[src/rtl/prbs31_bert_ctrl.sv]
// PRBS31 (x^31 + x^28 + 1) bit-error-rate test controller: sequences an external
// generator and checks the returned serial stream with lock, loss-of-lock resync and error counting.
module prbs31_bert_ctrl #(
  parameter int LEN_W   = 16,
  parameter int ERR_W   = 16,
  parameter int WIN     = 64,
  parameter int LOL_THR = 8
) (
  input  logic             clk,
  input  logic             rst_n,
  input  logic             start,
  input  logic             abort,
  input  logic [LEN_W-1:0] test_len,
  input  logic             rx_bit,
  input  logic             rx_valid,
  output logic             gen_load,
  output logic             gen_en,
  output logic             busy,
  output logic             locked,
  output logic             done,
  output logic             pass,
  output logic [ERR_W-1:0] err_cnt,
  output logic [7:0]       resync_cnt,
  output logic [LEN_W-1:0] bit_cnt
);
  localparam int WB = (WIN > 1) ? $clog2(WIN) : 1;
  localparam int WE = $clog2(LOL_THR + 1);

  typedef enum logic [2:0] {IDLE, SEED, SYNC, CHECK, DONE} state_t;

  state_t           state, state_nxt;
  logic [30:0]      chk;
  logic [4:0]       fill;
  logic [LEN_W-1:0] len_q;
  logic [WB-1:0]    win_bits;
  logic [WE-1:0]    win_err;

  logic             exp_bit, mism, fill_full, last_bit, lol;
  logic [30:0]      chk_sync;
  logic [LEN_W-1:0] bit_nxt;
  logic [WE-1:0]    win_err_nxt;

  assign exp_bit     = chk[27] ^ chk[30];
  assign mism        = rx_bit ^ exp_bit;
  assign chk_sync    = {chk[29:0], rx_bit};
  assign fill_full   = (fill == 5'd30);
  assign bit_nxt     = bit_cnt + 1'b1;
  assign last_bit    = (bit_nxt == len_q);
  assign win_err_nxt = win_err + WE'(mism);
  assign lol         = (win_err_nxt == WE'(LOL_THR));

  assign gen_load = (state == SEED);
  assign gen_en   = (state == SYNC) || (state == CHECK);
  assign busy     = (state != IDLE);
  assign locked   = (state == CHECK);
  assign done     = (state == DONE) && !abort;

  always_comb begin
    state_nxt = state;
    case (state)
      IDLE:  if (start) state_nxt = SEED;
      SEED:  state_nxt = SYNC;
      // an all-zero window is the LFSR lock-up state and never qualifies as lock
      SYNC:  if (rx_valid && fill_full && (chk_sync != 31'd0))
               state_nxt = (len_q == '0) ? DONE : CHECK;
      CHECK: if (rx_valid) begin
               if (last_bit) state_nxt = DONE;
               else if (lol) state_nxt = SYNC;
             end
      DONE:  state_nxt = IDLE;
      default: state_nxt = IDLE;
    endcase
    if (abort && state != IDLE) state_nxt = IDLE;
  end

  always_ff @(posedge clk) begin
    if (rst_n) begin
      state      <= IDLE;
      chk        <= '0;
      fill       <= '0;
      len_q      <= '0;
      win_bits   <= '0;
      win_err    <= '0;
      err_cnt    <= '0;
      resync_cnt <= '0;
      bit_cnt    <= '0;
      pass       <= 1'b0;
    end else begin
      state <= state_nxt;
      case (state)
        IDLE: if (start) begin
          len_q      <= test_len;
          err_cnt    <= '0;
          resync_cnt <= '0;
          bit_cnt    <= '0;
          pass       <= 1'b0;
          fill       <= '0;
        end
        SYNC: begin
          win_bits <= '0;
          win_err  <= '0;
          if (!abort && rx_valid) begin
            chk  <= chk_sync;
            fill <= fill_full ? 5'd0 : fill + 5'd1;
          end
        end
        CHECK: if (!abort && rx_valid) begin
          // reference advances on the predicted bit so one flipped bit costs one error
          chk     <= {chk[29:0], exp_bit};
          bit_cnt <= bit_nxt;
          if (mism && err_cnt != '1) err_cnt <= err_cnt + 1'b1;
          if (win_bits == WB'(WIN - 1)) begin
            win_bits <= '0;
            win_err  <= '0;
          end else begin
            win_bits <= win_bits + 1'b1;
            win_err  <= win_err_nxt;
          end
          if (lol && !last_bit) begin
            fill <= '0;
            if (resync_cnt != 8'hFF) resync_cnt <= resync_cnt + 8'd1;
          end
        end
        DONE: pass <= !abort && (err_cnt == '0) && (resync_cnt == 8'd0);
        default: ;
      endcase
      if (abort && state != IDLE) pass <= 1'b0;
    end
  end
endmodule

[config.mk]
export PLATFORM = sky130hd
export DESIGN_NAME = prbs31_bert_ctrl
export DESIGN_NICKNAME = d
export VERILOG_FILES = /design/src/rtl/prbs31_bert_ctrl.sv
export SDC_FILE = /design/constraint.sdc
export NUM_CORES = 1
export LEC_CHECK = 0
export CORE_ASPECT_RATIO = 1.75
export CORE_MARGIN = 5
export CORE_UTILIZATION = 30
export CTS_BUF_LIST = sky130_fd_sc_hd__clkbuf_2 sky130_fd_sc_hd__clkbuf_4 sky130_fd_sc_hd__clkbuf_8
export DETAILED_ROUTE_END_ITERATION = 10
export DONT_BUFFER_PORTS = 1
export PLACE_DENSITY = 0.52
export SKIP_CTS_REPAIR_TIMING = 1
export SYNTH_ARGS = -nofsm -noshare
export SYNTH_HDL_FRONTEND = slang
export SYNTH_SLANG_ARGS = --single-unit
[constraint.sdc]
create_clock -name clk -period 8.7 [get_ports clk]
set_input_delay 1.305 -clock clk [delete_from_list [all_inputs] [get_ports clk]]
set_output_delay 1.305 -clock clk [all_outputs]
set_load 0.05 [all_outputs]
==> impl_metrics.xml <==
<?xml version="1.0" encoding="UTF-8"?>
<metrics>
  <group name="status">
    <metric name="run_status" unit="">finished clean</metric>
  </group>
  <group name="worst_setup_path">
    <metric name="timing.critical_path.from_type" unit="">flop</metric>
    <metric name="cp_max_fo" unit="">22</metric>
    <metric name="critPathRequiredTime" unit="ns">9.00</metric>
    <metric name="path_class" unit="">reg -&gt; reg</metric>
    <metric name="worstSetupEndpointType" unit="">flop</metric>
    <metric name="critPathArrivalTime" unit="ns">4.15</metric>
  </group>
  <group name="final_layout">
    <metric name="layout_filler_cell_count" unit="">1850</metric>
    <metric name="final_cell_mix" unit="">134 x sky130_fd_sc_hd__nand2_1, 106 x sky130_fd_sc_hd__dfxtp_1, 85 x sky130_fd_sc_hd__a21oi_1, 56 x sky130_fd_sc_hd__nor2_1, 25 x sky130_fd_sc_hd__nand3_1</metric>
    <metric name="drive_above_1_share" unit="%">6.67</metric>
    <metric name="area_of_the_multi_input_gates" unit="um2">3030</metric>
    <metric name="regArea" unit="um2">2120</metric>
    <metric name="ant_diodes" unit="">0</metric>
    <metric name="fin_area" unit="um2">5730</metric>
    <metric name="area_growth_syn_to_layout" unit="%">6.78</metric>
    <metric name="final_common_cell" unit="">sky130_fd_sc_hd__nand2_1</metric>
    <metric name="number_of_nets_in_the_layout" unit="">702</metric>
    <metric name="final_cell_count_no_fill" unit="">906</metric>
  </group>
  <group name="yosys">
    <metric name="cell_area_after_synthesis" unit="um2">5370</metric>
    <metric name="netlist_instances" unit="">691</metric>
    <metric name="ys_async_rst_share" unit="%">0</metric>
    <metric name="synth-edff-count" unit="">0</metric>
    <metric name="synth_ff_type" unit="">sky130_fd_sc_hd__dfxtp_1</metric>
    <metric name="yosys_register_bits" unit="">106</metric>
    <metric name="yosys_warnings" unit="">0</metric>
    <metric name="yosysSeqAreaShare" unit="%">39.5</metric>
    <metric name="post_synth_num_cell_types" unit="">66</metric>
    <metric name="synth.net_count" unit="">723</metric>
    <metric name="post_synth.cell_area_avg" unit="um2">7.77</metric>
  </group>
  <group name="power_and_ir_drop">
    <metric name="worst_ir_drop_vdd" unit="mV">0.0767</metric>
    <metric name="power_per_standard_cell_area" unit="nW/um2">185</metric>
    <metric name="finalPower" unit="uW">1060</metric>
    <metric name="leakage_power_summed_over_all_cells" unit="uW">0.00186</metric>
  </group>
  <group name="drt">
    <metric name="route.detailed.drc" unit="">0</metric>
    <metric name="vias_per_cell" unit="">5.36</metric>
    <metric name="drt_pre_antenna_iters" unit="">5</metric>
    <metric name="routed-via-count" unit="">4854</metric>
    <metric name="drtIter0Drc" unit="">320</metric>
    <metric name="final_antenna_net_count" unit="">0</metric>
    <metric name="wl_per_cell" unit="um">16.8</metric>
    <metric name="route.final.wire_length" unit="mm">15.2</metric>
  </group>
  <group name="sta">
    <metric name="setup_violations" unit="">0</metric>
    <metric name="final.setup_skew" unit="ns">0.0175</metric>
    <metric name="timing.max_slew.rel_slack" unit="%">32.8</metric>
    <metric name="worst_pin_slew" unit="ns">1.00</metric>
    <metric name="max_freq" unit="MHz">260</metric>
    <metric name="rsz_0062_raised_after_global_routing" unit="">no</metric>
    <metric name="hold_viol_final" unit="">0</metric>
    <metric name="report.final.slew_viol_count" unit="">0</metric>
    <metric name="fin_crit" unit="ns">3.84</metric>
    <metric name="setup_tns" unit="ns">0</metric>
    <metric name="final.period_utilization" unit="%">44.2</metric>
  </group>
  <group name="grt">
    <metric name="globalRoute.busiestLayer" unit="">met2</metric>
    <metric name="via_count_of_the_first_global_routing_pass" unit="">4793</metric>
    <metric name="track_usage" unit="%">14.6</metric>
    <metric name="grt_first_pass_wirelength" unit="mm">24.8</metric>
    <metric name="met2_usage" unit="%">28.0</metric>
    <metric name="maximum_number_of_pins_on_one_net_before_global_route_repair" unit="">84</metric>
    <metric name="grt_overflow" unit="">0</metric>
    <metric name="grt_antenna_before_repair" unit="">0</metric>
    <metric name="met3_usage" unit="%">3.43</metric>
    <metric name="met1_layer_usage_reported_by_global_route" unit="%">15.3</metric>
  </group>
  <group name="floorplan">
    <metric name="dieArea" unit="um2">20800</metric>
    <metric name="fp.coreArea" unit="um2">17500</metric>
    <metric name="initial_core_util" unit="%">30.6</metric>
    <metric name="placementRows" unit="">64</metric>
    <metric name="die-height" unit="um">187</metric>
    <metric name="io-pin-count" unit="">68</metric>
    <metric name="die_width" unit="um">111</metric>
  </group>
  <group name="clock_tree">
    <metric name="clk-insertion-delay-late" unit="ns">0.38</metric>
    <metric name="library_cell_used_as_clock_root_buffer" unit="">sky130_fd_sc_hd__clkbuf_8</metric>
    <metric name="cts_max_path_buffers" unit="">2</metric>
    <metric name="clock_tree_from_tritoncts" unit="">done</metric>
    <metric name="cts_buffers" unit="">9</metric>
    <metric name="cts-htree-levels" unit="">3</metric>
    <metric name="clock_sinks" unit="">106</metric>
    <metric name="clkSlewWorstSetupHoldPaths" unit="ns">0.11</metric>
  </group>
  <group name="placement">
    <metric name="place_area" unit="um2">5540</metric>
    <metric name="portBuffers" unit="">0</metric>
    <metric name="dp_hpwl" unit="mm">11.4</metric>
    <metric name="gp_congestion" unit="">0.860</metric>
    <metric name="placedCellCount" unit="">890</metric>
  </group>
  <group name="hold_path">
    <metric name="hp-class" unit="">reg -&gt; reg</metric>
  </group>
  <group name="job">
    <metric name="reported_max_cap_violation_count" unit="">0</metric>
  </group>
</metrics>
[worst paths after layout]
kind / slack (ns) / cells after the start / endpoint / start
setup reg to reg: 4.86 / 8 / resync_cnt[3] / state[1]
hold / removal: 0.46 / 2 / chk[4] / chk[3]
hold reg to reg: 0.46 / 2 / chk[4] / chk[3]
setup / recovery: 4.86 / 8 / resync_cnt[3] / state[1]
[kinds of logic after synthesis]
| logic type | synth area share [%] |
|---|---|
| flops | 39.5 |
| xor+xnor | 5.99 |
| simple gates | 29.4 |
| mux | 0.769 |
| compound gates | 17.8 |
| buf+inv | 4.17 |
| fa+ha+maj | 2.33 |
[cell usage after synthesis (all sizes together) (4+ instances only)]
cell type | count | share of area, %
a21oi | 85 | 7.9
a22oi | 6 | 0.84
a311oi | 4 | 0.89
a31oi | 4 | 0.47
a41oi | 4 | 0.65
and2 | 5 | 0.65
and3 | 10 | 1.2
and4 | 4 | 0.70
buf | 6 | 0.79
clkbuf | 29 | 2.0
dfxtp | 106 | 40
ha | 10 | 2.3
inv | 17 | 1.2
nand2 | 134 | 9.4
nand3 | 26 | 2.7
nand4 | 18 | 2.1
nor2 | 56 | 3.9
nor2b | 4 | 0.47
nor3 | 21 | 2.0
nor4 | 18 | 2.1
o21ai | 24 | 2.2
o31ai | 4 | 0.56
or3 | 16 | 2.0
or4 | 5 | 0.77
xnor2 | 22 | 3.6
xor2 | 12 | 2.0
[cell type report]
cell class / instances / area share, %
Multi-Input combinational cell: 532 / 52.9
Sequential cell: 106 / 37.0
Tap cell: 231 / 5.04
Clock buffer: 9 / 2.16
Clock inverter: 7 / 1.22
Inverter: 17 / 1.11
Timing Repair Buffer: 4 / 0.524
[report_power, final]
group          total [uW]  internal, uW  switching, uW
registers             531           502           28.4
logic                 229          69.4            160
clock network         302           112            190
[metal layers]
| layer | share of wire (%) | vias to the layer above |
|---|---|---|
| met5 | 0 | - |
| met4 | 1.8 | 0 |
| met3 | 5.5 | 15 |
| met2 | 55 | 119 |
| met1 | 37 | 2318 |
| li1 | - | 2402 |
[per-stage QoR]
step	worst slack (ns)	utilization, %	hold WS, ns
2_1_floorplan	4.37	-	0.445
3_3_place_gp	4.80	31.6	0.446
3_5_place_dp	4.74	31.6	0.459
4_1_cts	4.89	32.7	0.460
5_1_grt	4.50	32.7	0.490
6_report	4.86	32.7	0.459
[state kept, by name, indices dropped and copies added (netlist names)]
| name | flops |
|---|---|
| win_bits | 6 |
| win_err | 4 |
| chk | 31 |
| bit_cnt | 16 |
| state | 3 |
| resync_cnt | 8 |
| pass | 1 |
| fill | 5 |
| len_q | 16 |
| err_cnt | 16 |
[worst max-delay path: stages (launching register included)]
cell                       delay, ns
sky130_fd_sc_hd__dfxtp_1        0.65
sky130_fd_sc_hd__nand3b_1       0.21
sky130_fd_sc_hd__inv_1          0.63
sky130_fd_sc_hd__nand2_1        0.69
sky130_fd_sc_hd__nand2_1        0.57
sky130_fd_sc_hd__and3_1         0.37
sky130_fd_sc_hd__nand4_1        0.15
sky130_fd_sc_hd__or3_1          0.35
sky130_fd_sc_hd__a21oi_1        0.14
No activity file was read; power rests on OpenSTA's default activity.
